File: config.mk
export PLATFORM = sky130hd
export DESIGN_NAME = io_bridge
export DESIGN_NICKNAME = d
export VERILOG_FILES = /design/src/rtl/io_bridge_pkg.sv /design/src/rtl/io_wr_fifo.sv /design/src/rtl/io_bridge.sv
export SDC_FILE = /design/constraint.sdc
export NUM_CORES = 1
export LEC_CHECK = 0
export BUFFER_PORTS_ARGS = -buffer_cell sky130_fd_sc_hd__buf_2
export CORE_MARGIN = 2
export CORE_UTILIZATION = 54
export DETAILED_ROUTE_END_ITERATION = 10
export PLACE_DENSITY = 0.8
export SLEW_MARGIN = 20
export SYNTH_ARGS = -nofsm -noshare
export SYNTH_HDL_FRONTEND = slang
export SYNTH_SLANG_ARGS = --single-unit
File: constraint.sdc
create_clock -name clock -period 6.6 [get_ports clock]
set_clock_uncertainty 0.2 [all_clocks]
set_input_delay 1.32 -clock clock [delete_from_list [all_inputs] [get_ports clock]]
set_output_delay 1.32 -clock clock [all_outputs]
set_load 0.02 [all_outputs]
File: src/rtl/io_bridge_pkg.sv
`default_nettype none
// ============================================================================
// Module   : io_bridge_pkg
// Brief    : Shared types for the CPU-to-MMIO bridge (FSM state, FIFO entry).
// Revision : 1.0
// ============================================================================
package io_bridge_pkg;

  // Widest address the posted-write entry can carry.
  localparam int c_ENTRY_ADDR_W = 32;

  typedef enum logic [1:0] {
    IDLE      = 2'd0,
    RD_DRAIN  = 2'd1,
    RD_ACCESS = 2'd2,
    RD_RESP   = 2'd3
  } state_t;

  typedef struct packed {
    logic [c_ENTRY_ADDR_W-1:0] addr;
    logic [31:0]               data;
  } wr_entry_t;

endpackage
`default_nettype wire

File: src/rtl/io_wr_fifo.sv
`default_nettype none
// ============================================================================
// Module   : io_wr_fifo
// Brief    : Synchronous posted-write FIFO; extra pointer bit separates full from empty.
// Revision : 1.0
// ============================================================================
module io_wr_fifo
  import io_bridge_pkg::*;
#(
  parameter int  DEPTH   = 4,
  parameter type entry_t = wr_entry_t
) (
  input  logic   clock,
  input  logic   reset_n,
  input  logic   push,
  input  entry_t push_data,
  input  logic   pop,
  output logic   full,
  output logic   empty,
  output entry_t head
);

  localparam int c_IDX_W = $clog2(DEPTH);
  localparam int c_PTR_W = c_IDX_W + 1;

  entry_t             r_mem [DEPTH];
  logic [c_PTR_W-1:0] r_wr_ptr;
  logic [c_PTR_W-1:0] r_rd_ptr;
  logic               w_push;
  logic               w_pop;

  assign empty  = (r_wr_ptr == r_rd_ptr);
  assign full   = (r_wr_ptr[c_IDX_W] != r_rd_ptr[c_IDX_W]) &&
                  (r_wr_ptr[c_IDX_W-1:0] == r_rd_ptr[c_IDX_W-1:0]);
  assign w_push = push & ~full;
  assign w_pop  = pop & ~empty;
  assign head   = r_mem[r_rd_ptr[c_IDX_W-1:0]];

  always_ff @(posedge clock or negedge reset_n) begin
    if (!reset_n) begin
      r_wr_ptr <= '0;
      r_rd_ptr <= '0;
    end else begin
      if (w_push) r_wr_ptr <= r_wr_ptr + 1'b1;
      if (w_pop)  r_rd_ptr <= r_rd_ptr + 1'b1;
    end
  end

  // Storage needs no reset: the pointers define what is valid.
  always_ff @(posedge clock) begin
    if (w_push) r_mem[r_wr_ptr[c_IDX_W-1:0]] <= push_data;
  end

endmodule
`default_nettype wire

File: src/rtl/io_bridge.sv
`default_nettype none
// ============================================================================
// Module   : io_bridge
// Brief    : Decodes the I/O window, posts stores through a FIFO, orders loads behind them.
// Revision : 1.0
// ============================================================================
module io_bridge
  import io_bridge_pkg::*;
#(
  parameter int                    ADDR_WIDTH = 32,
  parameter logic [ADDR_WIDTH-1:0] IO_BASE    = 32'hAAAA0000,
  parameter logic [ADDR_WIDTH-1:0] IO_MASK    = 32'hFFFF0000,
  parameter int                    FIFO_DEPTH = 4,
  parameter int                    RD_TIMEOUT = 16,
  parameter logic [31:0]           ERR_RDATA  = 32'hDEADBEEF
) (
  input  logic                  clock,
  input  logic                  reset_n,
  input  logic                  cpu_req,
  input  logic                  cpu_we,
  input  logic [ADDR_WIDTH-1:0] cpu_addr,
  input  logic [31:0]           cpu_wdata,
  output logic                  cpu_io_hit,
  output logic                  cpu_stall,
  output logic                  cpu_rvalid,
  output logic [31:0]           cpu_rdata,
  output logic                  cpu_err,
  output logic [ADDR_WIDTH-1:0] dev_addr,
  output logic                  dev_read,
  output logic                  dev_write,
  output logic [31:0]           dev_wdata,
  input  logic [31:0]           dev_rdata,
  input  logic                  dev_taken,
  output logic [15:0]           wr_drop_count
);

  localparam int                 c_TMR_W    = $clog2(RD_TIMEOUT) + 1;
  localparam logic [c_TMR_W-1:0] c_TMR_LAST = c_TMR_W'(RD_TIMEOUT - 1);

  state_t                r_state;
  state_t                w_state_next;
  logic [ADDR_WIDTH-1:0] r_rd_addr;
  logic [c_TMR_W-1:0]    r_timer;
  logic [31:0]           r_rdata;
  logic                  r_err;
  logic [15:0]           r_drop_count;

  logic      w_io;
  logic      w_store;
  logic      w_load;
  logic      w_push;
  logic      w_drain;
  logic      w_latch;
  logic      w_capture;
  logic      w_timeout;
  logic      w_fifo_full;
  logic      w_fifo_empty;
  wr_entry_t w_push_entry;
  wr_entry_t w_head;

  assign w_io    = cpu_req & ((cpu_addr & IO_MASK) == IO_BASE);
  assign w_store = w_io & cpu_we;
  assign w_load  = w_io & ~cpu_we;
  assign w_push  = w_store & (r_state == IDLE) & ~w_fifo_full;
  // FIFO is always empty in RD_ACCESS, so read and write strobes never overlap.
  assign w_drain = ~w_fifo_empty & (r_state != RD_ACCESS);

  assign w_push_entry.addr = c_ENTRY_ADDR_W'(cpu_addr);
  assign w_push_entry.data = cpu_wdata;

  io_wr_fifo #(
    .DEPTH   (FIFO_DEPTH),
    .entry_t (wr_entry_t)
  ) u_wr_fifo (
    .clock     (clock),
    .reset_n   (reset_n),
    .push      (w_push),
    .push_data (w_push_entry),
    .pop       (w_drain),
    .full      (w_fifo_full),
    .empty     (w_fifo_empty),
    .head      (w_head)
  );

  always_comb begin
    w_state_next = r_state;
    w_latch      = 1'b0;
    w_capture    = 1'b0;
    w_timeout    = 1'b0;
    dev_read     = 1'b0;
    cpu_rvalid   = 1'b0;
    cpu_stall    = 1'b0;
    case (r_state)
      IDLE: begin
        if (w_load) begin
          w_latch      = 1'b1;
          w_state_next = w_fifo_empty ? RD_ACCESS : RD_DRAIN;
        end
      end
      RD_DRAIN: begin
        if (w_fifo_empty) w_state_next = RD_ACCESS;
      end
      RD_ACCESS: begin
        dev_read = 1'b1;
        if (dev_taken) begin
          w_capture    = 1'b1;
          w_state_next = RD_RESP;
        end else if (r_timer == c_TMR_LAST) begin
          w_timeout    = 1'b1;
          w_state_next = RD_RESP;
        end
      end
      RD_RESP: begin
        cpu_rvalid   = 1'b1;
        w_state_next = IDLE;
      end
      default: w_state_next = IDLE;
    endcase
    if (w_store)     cpu_stall = (r_state != IDLE) | w_fifo_full;
    else if (w_load) cpu_stall = (r_state != RD_RESP);
  end

  always_ff @(posedge clock or negedge reset_n) begin
    if (!reset_n) begin
      r_state      <= IDLE;
      r_rd_addr    <= '0;
      r_timer      <= '0;
      r_rdata      <= '0;
      r_err        <= 1'b0;
      r_drop_count <= '0;
    end else begin
      r_state <= w_state_next;
      r_timer <= (r_state == RD_ACCESS) ? r_timer + 1'b1 : '0;
      if (w_latch) r_rd_addr <= cpu_addr;
      if (w_capture) begin
        r_rdata <= dev_rdata;
        r_err   <= 1'b0;
      end else if (w_timeout) begin
        r_rdata <= ERR_RDATA;
        r_err   <= 1'b1;
      end
      if (w_drain && !dev_taken && r_drop_count != 16'hFFFF)
        r_drop_count <= r_drop_count + 16'd1;
    end
  end

  assign cpu_io_hit    = w_io;
  assign cpu_rdata     = r_rdata;
  assign cpu_err       = cpu_rvalid & r_err;
  assign dev_write     = w_drain;
  assign dev_wdata     = w_drain ? w_head.data : '0;
  assign dev_addr      = dev_read ? r_rd_addr
                       : w_drain  ? ADDR_WIDTH'(w_head.addr)
                       :            '0;
  assign wr_drop_count = r_drop_count;

endmodule
`default_nettype wire
==> results.toml <==
[routing]
drc_errors = 0
drt_iter0_drc = 467
postRouteAntennaNets = 0
wire_per_inst_um = 20.4
vias = 7685
dr_wl_met3_mm = 2.22
vias_per_cell = 5.57
highest_layer = "met4"
drt_wl_total_mm = 28.1
wl_met1_mm = 11.5
dr_wl_met2_mm = 13.8
firstDrtPassIters = 5

[run_status]
status = "completed"

[setup_path]
arrival_ps = 3060
worst_setup_path_end_kind = "output pin"
critPathKind = "reg2out"
cp_data_required_time_ps = 5080
r2r-start = "u_wr_fifo.r_rd_ptr[0]"
cp_top_family = "buffers and inverters"
reg2reg_slack_ps = 3060
reg2reg_depth = 5
crit_cells = 5
crit_path_cell_trace = "buf_4 > mux4_2 > nand2_1 > o21ai_0 > buf_2"
cp.buffers_inverters = 2
slowest_delay_ps = 840
cp-start-kind = "flop"
reg2reg_to = "u_wr_fifo.r_mem[3][15]"
worstPathMaxFanout = 36
critical-path-slowest-cell = "dfrtp_4"

[power_and_ir_drop]
powerDensity_mw_per_mm2 = 419
p_leak_nw = 6.39
peakVddDrop_mv = 0.384

[logic_synthesis]
synth_top_area_cell = "edfxtp_1"
syn_inst = 793
synth_area_leaders = "edfxtp_1 55%, dfrtp_1 17%, mux4_2 10%, nand2_1 2.1%, and2_1 1.9%"
ys.flop_type = "edfxtp_1"
yosys_warnings = 0
yosysTopAreaCellShare_pct = 55.3
synth_fp_nets = 906
synth-seq-cells = 350
synth_cell_types = 47
ys_async_sr_fraction_pct = 26.9
synth_edf_count = 256
avgSynthCellArea_um2 = 17.5
seq_area_frac_synth_pct = 72.2
netlist_area_mm2 = 0.0139

[global_routing]
antenna_found_initial = 3
overflow = 0
first_global_vias = 7761
track_usage_pct = 20.9
grt_max_degree = 65
grt_pass1_wl_mm = 42.7

[cts]
clkSinkCount = 350
clkTransAtPathRegs_ps = 60
insertion_delay_ps = 510
postCtsSetupRepairBufs = 0
cts_buffer_depth = 3
cts-root-buf = "clkbuf_16"
hold_buffers = 0
htreeDepth = 2
cts_buffers = 37
post_cts_resized = 0
cts_tree = "done"

[run]
maxCapViolations = 0

[worst_hold_path]
whs_path_depth = 1
min_path_type = "reg2reg"
whs_endpoint = "r_timer[0]"
min_from = "r_timer[0]"

[placement]
hpwl_mm = 17.3
gp_congestion = 0.800
port_buffers = 218
dp_slack_ps = 2390

[floorplan]
ios = 219
num_rows = 58
die_y_um = 165
fp.dieArea_mm2 = 0.0271
dieWidth_um = 165
initial_utilization_pct = 55.1
core_area_mm2 = 0.0253

[timing]
hold_violations = 0
rsz0062_at_grt = "no"
clock.fmax_mhz = 218
slew_viol_final = 0
period_needed_ps = 4580
fin_setup_tns_ps = 0
setup_viol = 0
tightest_slew_ps = 1030
fin_crit_sh_pct = 69.4
worst_slack_ps = 2020
slew_headroom_pct = 31.3

[layout]
drive_gt1_share_pct = 37.2
areaGrowthSynthToFinish_pct = 18.9
final_nets = 1133
## power by group
| group | switching (mW) | internal, mW |
|---|---|---|
| Sequential | 0.155 | 2.50 |
| Combinational | 1.33 | 0.920 |
| Clock | 0.807 | 1.21 |
| Total | 2.29 | 4.64 |
## layer usage
layer  global-route usage (%)  vias to the layer above
met5                        0                        -
met4                     7.23                        0
met3                     5.65                       49
met2                     34.8                      279
met1                     26.9                     3833
li1                         -                     3524
## cell families (layout without fill, tap and decap cells)
family	after synthesis	after routing	share of synthesized area (%)
other	0	3	0
buffers and inverters	46	300	1.45
AO/OA/AOI/OAI	77	77	3.89
flip-flops	350	350	72.2
multiplexers	85	85	12.1
AND/OR/NAND/NOR	198	198	7.78
adder cells (fa/ha/maj)	12	12	1.08
XOR/XNOR	25	25	1.57
## layout by cell type, fill, tap and decap left out, drive strengths merged, types with 3 or more instances in the layout
cell type	count
mux4	64
nor4	5
nand4	5
o22a	24
nor3	10
inv	7
edfxtp	256
mux2	21
clkinv	15
a22o	8
or2	11
and3	4
nor2	5
xor2	18
xnor2	7
nand3	8
nand2b	4
nor3b	3
bufinv	3
diode	3
nor2b	12
ha	12
clkbuf	45
nand2	76
and2	43
o21ai	34
buf	228
dfrtp	94
nand4bb	3
## flip-flops by register name, summed over array words and instances, names as in the netlist
signal and flops:
r_rd_addr 32, r_state 2, cpu_rdata 32, wr_drop_count 16, u_wr_fifo.r_rd_ptr 3, r_err 1
r_timer 5, u_wr_fifo.r_wr_ptr 3, u_wr_fifo.r_mem 256
## worst max-delay path by stage
| stage | startpoint | to | slack, ps |
|---|---|---|---|
| floorplan | cpu_addr[22] | u_wr_fifo.r_mem[0][0] | 2330 |
| global placement | cpu_addr[30] | cpu_stall | 2420 |
| detailed placement | cpu_addr[30] | cpu_stall | 2390 |
| CTS | u_wr_fifo.r_rd_ptr[0] | dev_addr[0] | 1880 |
| global route | u_wr_fifo.r_rd_ptr[0] | dev_addr[4] | 1750 |
| finish | u_wr_fifo.r_rd_ptr[0] | dev_addr[0] | 2020 |
## cell usage after synthesis, types with 12 or more instances
master / count
o22a_1: 24
nor2b_1: 12
and2_1: 43
mux2_2: 21
nand2_1: 76
xor2_1: 18
ha_1: 12
edfxtp_1: 256
clkbuf_1: 27
dfrtp_1: 94
mux4_2: 64
o21ai_0: 33
## final cells by class
type / count / area, um^2
inverters: 6 / 22.5
multi-input cells: 397 / 3690
clock buffers: 45 / 1020
flip-flops and latches: 350 / 10000
repair buffers: 228 / 1170
well taps: 330 / 413
diodes: 3 / 7.51
clock inverters: 21 / 180
fillers: 1727 / 8710
## per-stage QoR
| step | hold slack [ps] | power [mW] | util [%] | instances | cell area, um^2 |
|---|---|---|---|---|---|
| floorplan | 232 | 4.25 | - | 793 | 13900 |
| global placement | 251 | 4.96 | 60.7 | 1311 | 15300 |
| detailed placement | 255 | 4.98 | 60.7 | 1311 | 15300 |
| CTS | 265 | 7.02 | 65.5 | 1377 | 16500 |
| global route | 278 | 7.29 | 65.5 | 1380 | 16500 |
| finish | 263 | 6.93 | 65.5 | 1380 | 16500 |
(Power assumes the default switching activity.)
